`src/rtl/shift_seq_ctrl.sv`:
```
// rtl/shift_seq_ctrl.sv - frame serialiser/deserialiser driving an external SISO flop chain.
// Optional even-parity bit appended to each frame when SHIFT_PARITY_EN is defined.
module shift_seq_ctrl #(
    parameter int WIDTH = 8,
    parameter int DEPTH = 4
) (
    input  logic             clk,
    input  logic             reset,
    input  logic             start,
    input  logic [WIDTH-1:0] tx_data,
    output logic             ready,
    output logic             si,
    input  logic             so,
    output logic             busy,
    output logic [WIDTH-1:0] rx_data,
    output logic             rx_valid,
    output logic             parity_err
);

`ifdef SHIFT_PARITY_EN
    localparam int N = WIDTH + 1;
`else
    localparam int N = WIDTH;
`endif
    localparam int CW = $clog2(N + DEPTH + 1);

    localparam logic [CW-1:0] C_SHIFT_LAST = CW'(N - 1);
    localparam logic [CW-1:0] C_FLUSH_LAST = CW'(N + DEPTH - 1);
    localparam logic [CW-1:0] C_RX_FIRST   = CW'(DEPTH);
    localparam logic [CW-1:0] C_RX_LAST    = CW'(DEPTH + N - 1);

    localparam logic [1:0] S_IDLE  = 2'd0;
    localparam logic [1:0] S_SHIFT = 2'd1;
    localparam logic [1:0] S_FLUSH = 2'd2;
    localparam logic [1:0] S_DONE  = 2'd3;

    logic [1:0]       state_q, state_d;
    logic [CW-1:0]    c_q, c_d;
    logic [N-1:0]     tx_sr_q, tx_sr_d;
    logic [N-1:0]     rx_sr_q, rx_sr_d;
    logic             si_q, si_d;
    logic [WIDTH-1:0] rx_data_q, rx_data_d;
    logic             rx_valid_q, rx_valid_d;
    logic [N-1:0]     frame;
    logic             rx_load;

`ifdef SHIFT_PARITY_EN
    assign frame = {^tx_data, tx_data};
`else
    assign frame = tx_data;
`endif

    assign ready    = (state_q == S_IDLE);
    assign busy     = (state_q == S_SHIFT) || (state_q == S_FLUSH);
    assign si       = si_q;
    assign rx_data  = rx_data_q;
    assign rx_valid = rx_valid_q;
    assign rx_load  = (state_q == S_FLUSH) && (c_q == C_FLUSH_LAST);

    always_comb begin
        state_d    = state_q;
        c_d        = c_q;
        tx_sr_d    = tx_sr_q;
        rx_sr_d    = rx_sr_q;
        si_d       = 1'b0;
        rx_data_d  = rx_data_q;
        rx_valid_d = 1'b0;

        // Received bits enter at the MSB so bit 0 ends up holding the first one sent.
        if (busy && (c_q >= C_RX_FIRST) && (c_q <= C_RX_LAST)) begin
            rx_sr_d = {so, rx_sr_q[N-1:1]};
        end

        case (state_q)
            S_IDLE: begin
                if (start) begin
                    state_d = S_SHIFT;
                    c_d     = '0;
                    tx_sr_d = frame >> 1;
                    si_d    = frame[0];
                end
            end
            S_SHIFT: begin
                c_d     = c_q + 1'b1;
                tx_sr_d = tx_sr_q >> 1;
                si_d    = tx_sr_q[0];
                if (c_q == C_SHIFT_LAST) begin
                    state_d = S_FLUSH;
                end
            end
            S_FLUSH: begin
                c_d = c_q + 1'b1;
                if (rx_load) begin
                    state_d    = S_DONE;
                    rx_data_d  = rx_sr_d[WIDTH-1:0];
                    rx_valid_d = 1'b1;
                end
            end
            S_DONE: begin
                state_d = S_IDLE;
            end
            default: begin
                state_d = S_IDLE;
            end
        endcase
    end

    always_ff @(posedge clk or posedge reset) begin
        if (reset) begin
            state_q    <= S_IDLE;
            c_q        <= '0;
            tx_sr_q    <= '0;
            rx_sr_q    <= '0;
            si_q       <= 1'b0;
            rx_data_q  <= '0;
            rx_valid_q <= 1'b0;
        end else begin
            state_q    <= state_d;
            c_q        <= c_d;
            tx_sr_q    <= tx_sr_d;
            rx_sr_q    <= rx_sr_d;
            si_q       <= si_d;
            rx_data_q  <= rx_data_d;
            rx_valid_q <= rx_valid_d;
        end
    end

`ifdef SHIFT_PARITY_EN
    logic parity_err_q;

    always_ff @(posedge clk or posedge reset) begin
        if (reset) begin
            parity_err_q <= 1'b0;
        end else if (rx_load) begin
            parity_err_q <= ^rx_sr_d;
        end
    end

    assign parity_err = parity_err_q;
`else
    assign parity_err = 1'b0;
`endif

endmodule

```
`config.mk`:
```
export PLATFORM = sky130hd
export DESIGN_NAME = shift_seq_ctrl
export DESIGN_NICKNAME = d
export VERILOG_FILES = /design/src/rtl/shift_seq_ctrl.sv
export SDC_FILE = /design/constraint.sdc
export NUM_CORES = 1
export LEC_CHECK = 0
export BUFFER_PORTS_ARGS = -buffer_cell sky130_fd_sc_hd__buf_2
export CAP_MARGIN = 10
export CORE_MARGIN = 5
export CORE_UTILIZATION = 52
export CTS_BUF_LIST = sky130_fd_sc_hd__clkbuf_16
export DETAILED_ROUTE_END_ITERATION = 6
export PLACE_DENSITY = 0.75
export SYNTH_ARGS = -nofsm -noshare
export SYNTH_HDL_FRONTEND = slang
export SYNTH_SLANG_ARGS = --single-unit
```
`constraint.sdc`:
```
create_clock -name clk -period 1.95 [get_ports clk]
set_input_delay 0.2925 -clock clk [delete_from_list [all_inputs] [get_ports clk]]
set_output_delay 0.2925 -clock clk [all_outputs]
set_load 0.1 [all_outputs]
```
# Yosys cells after proc, flatten, opt, wreduce, memory -nomap -nowiden
# Cells that the tools add are included.
[word_totals]
regBits = 32
out_inout_bits = 13
elab_cells = 43
[classes]
add_sub_neg = 1
n_lt_le_gt_ge = 2
n_eq_ne = 8
mux = 13
reduce_logical = 12
[ops]
columns = ["operator", "n"]
rows = [
  ["two-way mux 8 bit", 2],
  ["case mux 8 bit (2 select lines)", 1],
  ["case mux 2 bit (4 select lines)", 1],
  ["case mux 4 bit (2 select lines)", 1],
  ["two-way mux 2 bit", 3],
  ["AND reduction 2 bit", 3],
  ["adder 4 x 1 -> 4 bit, second input constant", 1],
  ["equality test 2 bit, second input constant", 2],
  ["equality test 4 x 3 -> 1 bit, second input constant", 1],
  ["equality test 4 bit, second input constant", 1],
  ["greater-or-equal comparator 4 x 3 -> 1 bit, second input constant", 1],
  ["less-or-equal comparator 4 bit, second input constant", 1],
  ["two-way mux 4 bit", 1],
  ["!= test 2 bit, second input constant", 2],
  ["nonzero test 2 bit", 2],
  ["logical AND 1 bit", 3],
  ["two-way mux 1 bit", 3],
  ["AND reduction 3 bit", 1],
  ["equality test 2 x 1 -> 1 bit, second input constant", 1],
  ["zero test 2 bit", 1],
  ["!= test 2 x 1 -> 1 bit, second input constant", 1],
  ["case mux 1 bit (2 select lines)", 1],
  ["OR reduction 2 bit", 1],
  ["logical OR 1 bit", 1],
]

# Logic depth before layout (Yosys ltp)
[depth]
ltp_word = 5
ltp_mapped = 7
ltp_nobuf = 6

# Worst setup path before layout
# Ideal clock, no wire load.
[synth_timing]
path_kind = "register -> register"
startpoint = "reg state_q[0]"
endpoint = "reg rx_data_q[0] (netlist: rx_data[0])"
setup_time_ps = 126
t_arrival_ps = 2241
required_time_ps = 1824
setup_slack_ps = -417
path_stages_with_launch = 6
path_buffers = 0
synth_period_minus_slack_ps = 2367
cell_sequence = "dfrtp_1 > inv_1 > ha_1 > nand2_4 > mux2_4 > mux2_4"
[synth_between]
elab_chain_cells = 5
[synth_lines]
columns = ["element", "line", "text"]
rows = [
  ["start, declared", "37", "logic [1:0] state_q, state_d;"],
  ["start signal, assigned", "118", "state_q <= state_d;"],
  ["equality test 2 x 1 -> 1 bit / equality test 2 bit (equally long branches)", "54", "assign busy = (state_q == S_SHIFT) || (state_q == S_FLUSH);"],
  ["logical OR 1 bit *", "54", ""],
  ["named net busy", "14", "output logic busy,"],
  ["logical AND 1 bit * (2 in series)", "70", "if (busy && (c_q >= C_RX_FIRST) && (c_q <= C_RX_LAST)) begin"],
  ["two-way mux 8 bit *", "70", ""],
  ["named net rx_sr_d[0]", "40", "logic [N-1:0] rx_sr_q, rx_sr_d;"],
  ["end signal, assigned", "123", "rx_data_q <= rx_data_d;"],
  ["end, declared", "42", "logic [WIDTH-1:0] rx_data_q, rx_data_d;"],
]
# The timed path passes the listed nets; every way through them passes the cells marked *.
# A chain may end at the register's enable or synchronous reset.

# Final worst setup path
[layout_timing]
startpoint = "reg state_q[0]"
endpoint = "out busy"
[layout_between]
elab_chain_cells = 2
[layout_lines]
columns = ["element", "line"]
rows = [
  ["equality test 2 x 1 -> 1 bit / equality test 2 bit (equally long branches)", "54"],
  ["logical OR 1 bit *", "54"],
  ["end, declared", "14"],
]
# Mark *: on every way between the ends. The rest lies on a longest branch, timed or not.

==> run_results.csv <==
group,metric,value,unit
clocking,numCtsBuffers,5,
setup_path,r2r_setup_slack,250,ps
placement,gp_congestion,0.759,
logic_synthesis,avgSynthCellArea,12.6,um2
die,pin_count,25,
global_route,antenna_found_initial,0,
die,initial_core_util,53.5,%
clocking,clk_latency,270,ps
status,status,"finished clean",
route,wl_met3,195,um
route,routed-wl-met2,1320,um
setup_path,crit_path_end_kind,"output pin",
layout,final_common_cell,"dfrtp_1",
setup_path,crit_required,1660,ps
layout,regArea,776,um2
sta,finalCritPeriodShare,95.4,%
logic_synthesis,synth_seq_cells,31,
global_route,grt_max_degree,32,
die,fp.dieW,62.8,um
die,core,2710,um2
layout,multi_input_area,632,um2
setup_path,cp.arrival,1570,ps
clocking,htreeDepth,2,
sta,finalSetupViolations,0,
global_route,grt_usage,15.4,%
route,drt-met1-wl,1130,um
die,rows,19,
logic_synthesis,synth_nets,133,
sta,rsz0062_at_grt,"no",
sta,skew,1.86,ps
placement,post-place-cells,167,
route,drt-total-wl,2680,um
route,dr.max_layer_used,"met4",
hold_path,hp-class,"in2async",
setup_path,path_max_fanout,8,
route,drc,0,
placement,hpwlAfterDp,1940,um
layout,layout.nets,161,
global_route,grt_pass1_wl,4740,um
logic_synthesis,synthCells,115,
clocking,cts_resized,0,
clocking,cts_root_buf,"clkbuf_16",
sta,whs,82.8,ps
clocking,clockBufferDepth,2,
sta,slew_violations,0,
sta,finalCriticalPeriod,1860,ps
clocking,post_cts_buffers,0,
die,die_area,3940,um2
logic_synthesis,synth_top_cell_by_area,"dfrtp_1",
setup_path,crit_type,"reg2out",
setup_path,cp-start-kind,"flip-flop",
layout,fill_cells,214,
layout,fin_cells,175,
layout,fin_area,1760,um2
clocking,holdBufCountCts,0,
route,viasPerCell,5.37,
layout,antenna_cells,0,
logic_synthesis,ys_seq_area_share,53.5,%
die,die_h,62.8,um
route,vias,940,
flow_run,maxCapViolCount,0,
route,first_pass_iters,4,
global_route,grt_pass1_vias,988,
clocking,cts.sinks,31,
logic_synthesis,synth-warning-count,0,
layout,syn_to_final_growth,21.7,%
logic_synthesis,synth_cell_types,28,
sta,hold_viol_final,0,
sta,fmax,0.537,GHz
global_route,grt_overflow,0,
logic_synthesis,synthTopCellsByArea,"dfrtp_1 (54%), mux2_4 (17%), ha_1 (5.2%), nor2_1 (3.6%), o22ai_1 (3.0%)",
placement,portBuffers,23,
layout,final_cell_mix,"dfrtp_1 (31), buf_2 (23), mux2_4 (16)",
route,ant_nets,0,
clocking,cts_tree,"built",
sta,tns,0,ps
placement,postPlaceCellArea,1600,um2
route,wl_per_cell,15.3,um
logic_synthesis,netlist.area_leader.share,53.5,%
logic_synthesis,netlist_area,1450,um2
layout,layout-drive-gt1-share,36.8,%
clocking,clkSlewWorstSetupHoldPaths,50,ps
route,drt-initial-drc-count,59,
## critical path: stages, from the launching register on
cell and delay, ps:
dfrtp_1 380, inv_1 130, ha_4 340, buf_2 440
## cell usage after synthesis
library cell	n
a32oi_1	1
buf_4	1
conb_1	1
and3_1	2
a22o_2	1
buf_6	1
mux2_4	16
inv_1	7
ha_1	6
xor2_2	1
o22ai_1	7
a22o_1	1
nand2_1	6
nand3b_1	1
buf_2	1
mux2i_1	2
nor2_1	14
dfrtp_1	31
inv_2	1
o21a_1	1
nand2b_1	1
a32o_1	1
o21ai_0	5
nand3_1	1
mux2_2	1
nand2_4	1
a31oi_1	2
nand4b_1	1
## path summary, 6_finish.rpt
| kind | endpoint | depth (start not counted) | start |
|---|---|---|---|
| max | busy | 3 | state_q[0] |
| min reg2reg | rx_sr_q[0] | 1 | rx_sr_q[0] |
| min in group clk | tx_sr_q[6] | 3 | tx_data[7] |
| max reg2reg | rx_data[3] | 5 | state_q[0] |
| min | rx_sr_q[2] | 3 | reset |
| max in group asynchronous | tx_sr_q[1] | 3 | reset |
## stage by stage
stage          worst slack, ps  utilization (%)
2_1_floorplan              142                -
3_3_place_gp               315             59.0
3_5_place_dp               260             59.0
4_1_cts                   81.1             65.1
5_1_grt                   15.0             65.1
6_report                  89.4             65.1
## cell families (layout without fill, tap and decap cells)
kind of cell	Yosys count	in the layout	share of synthesized area, %
flip-flops	31	31	53.5
AND/OR/NAND/NOR	27	27	8.72
AO/OA/AOI/OAI	19	19	8.72
multiplexers	19	19	18.7
buffers and inverters	11	40	3.71
adder cells (fa/ha/maj)	6	6	5.18
other	1	1	0.259
XOR/XNOR	1	1	1.12
## metal layers
metal,vias to the layer above,track usage [%]
met5,-,0
met4,0,4.77
met3,2,6.83
met2,29,23.7
met1,459,19.3
li1,450,-
## flip-flops by register name, indices dropped and copies added, names as in the netlist
name and flops:
tx_sr_q 7, si 1, c_q 4, rx_valid 1
rx_sr_q 8, state_q 2, rx_data 8
## cell type report
class,instances,share of cell area [%]
Tap cell,31,2.20
Inverter,8,1.70
Clock buffer,5,7.10
Multi-Input combinational cell,73,35.8
Timing Repair Buffer,24,6.96
Clock inverter,3,2.20
Sequential cell,31,44.0
Power is not shown: default switching activity piles up to over one toggle a cycle in this logic, so the estimate is an artifact.
